[src/rtl/reg_rename_file.sv]
// Architectural register file with a per-register rename (busy/tag) table.
// Two combinational lookup ports see the ROB commit bus bypassed in the same cycle.
module reg_rename_file #(
   parameter int REG_NUM    = 32,
   parameter int REG_ADDR_W = 5,
   parameter int ROB_TAG_W  = 5,
   parameter int XLEN       = 32
) (
   input  logic                  clk_in,
   input  logic                  rst_in,
   input  logic                  rdy_in,
   input  logic                  clear_in,
   input  logic                  commit_en_in,
   input  logic [ROB_TAG_W-1:0]  commit_tag_in,
   input  logic [REG_ADDR_W-1:0] commit_rd_in,
   input  logic [XLEN-1:0]       commit_val_in,
   input  logic                  rename_en_in,
   input  logic [REG_ADDR_W-1:0] rename_rd_in,
   input  logic [ROB_TAG_W-1:0]  rename_tag_in,
   input  logic [REG_ADDR_W-1:0] rs1_addr_in,
   input  logic [REG_ADDR_W-1:0] rs2_addr_in,
   output logic [XLEN-1:0]       rs1_val_out,
   output logic                  rs1_busy_out,
   output logic [ROB_TAG_W-1:0]  rs1_tag_out,
   output logic [XLEN-1:0]       rs2_val_out,
   output logic                  rs2_busy_out,
   output logic [ROB_TAG_W-1:0]  rs2_tag_out
);

   typedef struct packed {
      logic [XLEN-1:0]      val;
      logic                 busy;
      logic [ROB_TAG_W-1:0] tag;
   } lookup_t;

   logic [XLEN-1:0]      val_q  [REG_NUM];
   logic                 busy_q [REG_NUM];
   logic [ROB_TAG_W-1:0] tag_q  [REG_NUM];

   logic commit_hit;
   logic rename_hit;
   lookup_t rs1_res;
   lookup_t rs2_res;

   assign commit_hit = commit_en_in && (commit_rd_in != '0);
   assign rename_hit = rename_en_in && (rename_rd_in != '0) && !clear_in;

   // Rename is applied after commit so it wins busy/tag on a same-register collision.
   always_ff @(posedge clk_in or negedge rst_in) begin
      if (!rst_in) begin
         for (int i = 0; i < REG_NUM; i++) begin
            val_q[i]  <= '0;
            busy_q[i] <= 1'b0;
            tag_q[i]  <= '0;
         end
      end else if (rdy_in) begin
         if (commit_hit) begin
            val_q[commit_rd_in] <= commit_val_in;
            if (busy_q[commit_rd_in] && (tag_q[commit_rd_in] == commit_tag_in)) begin
               busy_q[commit_rd_in] <= 1'b0;
            end
         end
         if (clear_in) begin
            for (int i = 0; i < REG_NUM; i++) begin
               busy_q[i] <= 1'b0;
            end
         end else if (rename_hit) begin
            busy_q[rename_rd_in] <= 1'b1;
            tag_q[rename_rd_in]  <= rename_tag_in;
         end
      end
   end

   // A pending operand resolves immediately when its own producer commits this cycle.
   function automatic lookup_t lookup(input logic [REG_ADDR_W-1:0] rs);
      lookup_t r;
      r.val  = '0;
      r.busy = 1'b0;
      r.tag  = '0;
      if (rs != '0) begin
         r.val = val_q[rs];
         r.tag = tag_q[rs];
         if (busy_q[rs]) begin
            if (commit_en_in && (commit_rd_in == rs) && (commit_tag_in == tag_q[rs])) begin
               r.val = commit_val_in;
            end else begin
               r.busy = 1'b1;
            end
         end
      end
      return r;
   endfunction

   always_comb begin
      rs1_res = lookup(rs1_addr_in);
   end

   always_comb begin
      rs2_res = lookup(rs2_addr_in);
   end

   assign rs1_val_out  = rs1_res.val;
   assign rs1_busy_out = rs1_res.busy;
   assign rs1_tag_out  = rs1_res.tag;
   assign rs2_val_out  = rs2_res.val;
   assign rs2_busy_out = rs2_res.busy;
   assign rs2_tag_out  = rs2_res.tag;

endmodule

[config.mk]
export PLATFORM = sky130hd
export DESIGN_NAME = reg_rename_file
export DESIGN_NICKNAME = d
export VERILOG_FILES = /design/src/rtl/reg_rename_file.sv
export SDC_FILE = /design/constraint.sdc
export NUM_CORES = 2
export LEC_CHECK = 0
export CORE_ASPECT_RATIO = 1.25
export CORE_MARGIN = 5
export CORE_UTILIZATION = 46
export CTS_CLUSTER_SIZE = 16
export DETAILED_ROUTE_END_ITERATION = 16
export HOLD_SLACK_MARGIN = 0.15
export MAX_ROUTING_LAYER = met4
export REMOVE_ABC_BUFFERS = 1
export SYNTH_ARGS = -nofsm -noshare
export SYNTH_HDL_FRONTEND = slang
export SYNTH_SLANG_ARGS = --single-unit
[constraint.sdc]
create_clock -name clk_in -period 4.4 [get_ports clk_in]
set_input_delay 0.88 -clock clk_in [delete_from_list [all_inputs] [get_ports clk_in]]
set_output_delay 0.88 -clock clk_in [all_outputs]
set_load 0.05 [all_outputs]
==> results.cfg <==
[layout]
drive_gt1_share_pct = 63.31
filler_cell_count = 11633
area_delta_synth_final_pct = 21.13
final_nets = 4622
finalInstanceArea_sq_um = 81590

[synthesis]
synthArstFlopShare_pct = 100.0
ys_types = 40
syn_area_per_cell_sq_um = 15.57
synth_seq_cells = 1216
synth_enable_flop_cells = 0
syn_inst = 4326
syn_area_sq_um = 67360
ys_seq_area_share_pct = 45.18
synth_flop_cell = dfrtp_1
yosysWarnings = 0

[critical_path]
crit_arrival_ns = 4.08
start_kind = register
required_ns = 3.52
crit_path_end_kind = output pin
reg2reg_slack_ns = 1.53
crit_path_max_fanout = 8
r2r-end = busy_q[7]$_DFFE_PN0P_
worstRegToRegCells = 10
criticalPathCategory = register to output pin
reg2reg_from = tag_q[82]$_DFFE_PN0P_

[clock_network]
clockBufferDepth = 3
cts_buffers = 134
cts_max_level = 4
insertion_delay_ns = 0.80
cts.sinks = 1216
cts_tree = built
root_buffer = clkbuf_16
cts.clk_slew.worst_paths_ns = 0.06

[placement]
hpwl_microns = 133700
dpl_cell_area_sq_um = 74350
io_buffer_count = 143
dpl_worst_slack_ns = -1.015
place_congestion = 0.9039

[timing]
timing.final.crit_share_pct = 112.7
maxSlewViolCount = 0
layout_min_cycle_time_ns = 4.960
timing.final.ws_setup_ns = -0.5603
fin_skew_ns = 0.04247
setup_viol = 66
hold_viol_final = 0
fmax_mhz = 201.6
rsz0062_at_grt = yes
slew_headroom_pct = 13.92
worst_pin_slew_ns = 1.281

[run_status]
status = finished, violations left
violations = negative setup slack

[job]
drv_cap = 0

[power]
leakage_nw = 35.65
power_mw = 31.99
peakVddDrop_uv = 431.0
p_per_area_nw_per_um2 = 392.1

[routing]
vias = 44029
wl_microns = 228100
drc = 0
firstDrtPassIters = 5
detail-route-antenna-nets = 0
viasPerCell = 6.705
drt_iter0_drc = 3866
wl_per_cell_microns = 34.74

[global_route]
grt_pass1_vias = 46345
grt_overflow = 0
grt_max_degree = 140
grt_pass1_wl_microns = 332300
antenna_found_initial = 5
track_usage_pct = 30.34

[floorplan]
die_area_sq_um = 154200
die_h_microns = 437.8
ios = 144
die_w_microns = 352.3
row_count = 157
core_area_sq_um = 146000
initial_utilization_pct = 46.15

[hold_path]
min_path_cells = 0
min_from = val_q[1006]$_DFFE_PN0P_
hold_end = val_q[1006]$_DFFE_PN0P_
min_path_type = register to register
## worst max-delay path: stages, from the launching register on
cell	delay, ns
dfrtp_1	0.41
mux4_2	0.49
mux2_4	0.29
o22ai_4	0.15
buf_6	0.15
or3_1	0.11
o211ai_1	0.11
buf_4	0.16
nor4_4	0.29
buf_6	0.19
buf_12	0.17
buf_12	0.16
a21oi_4	0.07
nor3_4	0.21
buf_4	0.16
buf_12	0.12
## report_power, final
part           internal (mW)  switching [mW]  total [mW]
Clock                   6.88            4.84        11.7
Sequential              12.5           0.978        13.5
Combinational           3.84            2.93        6.76
## Yosys cell counts (all sizes together) (4+ instances only)
library cell	count	area (sq um)
or3	5	31.28
dfrtp	1216	30430
a22oi	44	330.3
or3b	5	43.79
nor2	63	236.5
nor3b	10	75.07
nand2b	10	62.56
o41ai	32	280.3
nand3	10	50.05
nand3b	6	45.04
nor4	57	356.6
nand2	48	180.2
a21oi	119	595.6
o22ai	10	62.56
nor2b	9	56.30
or2	5	31.28
a221oi	5	43.79
xor2	13	113.9
mux2	1195	13460
buf	156	747.0
and3	4	25.02
mux2i	92	920.9
and2	11	68.82
xnor2	11	96.34
nor3	52	260.3
clkbuf	352	1321
mux4	769	17320
## per-stage QoR
stage / hold WS (ns) / cells / TNS [ns] / utilization, %
after floorplan: 0.3653 / 3818 / -111.28 / -
after global placement: 0.3763 / 6273 / -51.04 / 50.94
after detailed placement: 0.3833 / 6273 / -49.75 / 50.94
after CTS: 0.3962 / 6556 / -24.03 / 55.53
after global routing: 0.4032 / 6567 / -39.18 / 55.90
final: 0.3922 / 6567 / -31.88 / 55.90
## cell families after synthesis
| family | after synthesis | share of synthesized area [%] |
|---|---|---|
| flip-flops | 1216 | 45.18 |
| AO/OA/AOI/OAI | 219 | 2.045 |
| buffers and inverters | 509 | 3.076 |
| XOR/XNOR | 24 | 0.3121 |
| multiplexers | 2056 | 47.06 |
| AND/OR/NAND/NOR | 302 | 2.335 |
## sequential cells by signal, summed over array words and instances (netlist names)
name    flops
val_q    1024
tag_q     160
busy_q     32
## cell type report
| class | count | area (sq um) | share of cell area [%] |
|---|---|---|---|
| Clock buffer | 196 | 4024 | 4.932 |
| Timing Repair Buffer | 600 | 7485 | 9.173 |
| Antenna cell | 4 | 10.01 | 0.01227 |
| Inverter | 1 | 3.754 | 0.004600 |
| Sequential cell | 1216 | 30430 | 37.29 |
| Clock inverter | 41 | 525.5 | 0.6441 |
| Multi-Input combinational cell | 2601 | 36730 | 45.01 |
| Tap cell | 1908 | 2387 | 2.926 |
## placed cells by master, fill, tap and decap left out, types with 10 or more instances in the layout
master           instances
nor4_4                  17
buf_16                  11
buf_12                 175
mux2i_1                 86
clkdlybuf4s50_1         53
nor2_1                  36
a22oi_1                 43
o41ai_4                 15
a21oi_1                 59
mux4_2                 769
nand2b_1                10
buf_4                  312
nor4_1                  22
nor2_4                  21
xnor2_1                 11
bufbuf_16               10
a21oi_2                 27
nand2_1                 41
a21oi_4                 33
dfrtp_1               1216
clkbuf_8                32
o41ai_2                 17
buf_6                   29
clkbuf_16              143
nor4_2                  18
xor2_1                  10
clkbuf_1                25
nor3_1                  27
nor3_2                  19
mux2_2                1193
clkinv_2                14
## metal layers
layer / GRT usage [%] / wire [microns] / share of wire, % / vias to the layer above
li1: - / - / - / 17461
met2: 48.41 / 111800 / 49 / 1750
met4: 13.59 / 12070 / 5.3 / 0
met3: 4.817 / 13930 / 6.1 / 526
met5: - / 0 / 0 / -
met1: 38.80 / 90270 / 40 / 24292
## worst max path at each step
stage	start	to	slack (ns)
CTS	tag_q[103]$_DFFE_PN0P_	rs2_val_out[24]	-0.48
detailed placement	rs2_addr_in[1]	rs2_val_out[24]	-1.01
finish	tag_q[8]$_DFFE_PN0P_	rs1_val_out[29]	-0.56
global route	tag_q[18]$_DFFE_PN0P_	rs1_val_out[27]	-0.69
floorplan	rs1_addr_in[1]	rs1_val_out[30]	-2.14
global placement	rs2_addr_in[1]	rs2_val_out[24]	-1.09
## what timing repair did
item / in CTS / in global routing
hold buffers: 1 / 0
setup endpoints to repair: 66 / 66
setup buffers: 33 / 18
pin swaps: 55 / 36
endpoints found under the hold margin: 64 / 0
gates cloned: 12 / 2
gates resized for setup: 254 / 66
(Power assumes the default switching activity.)
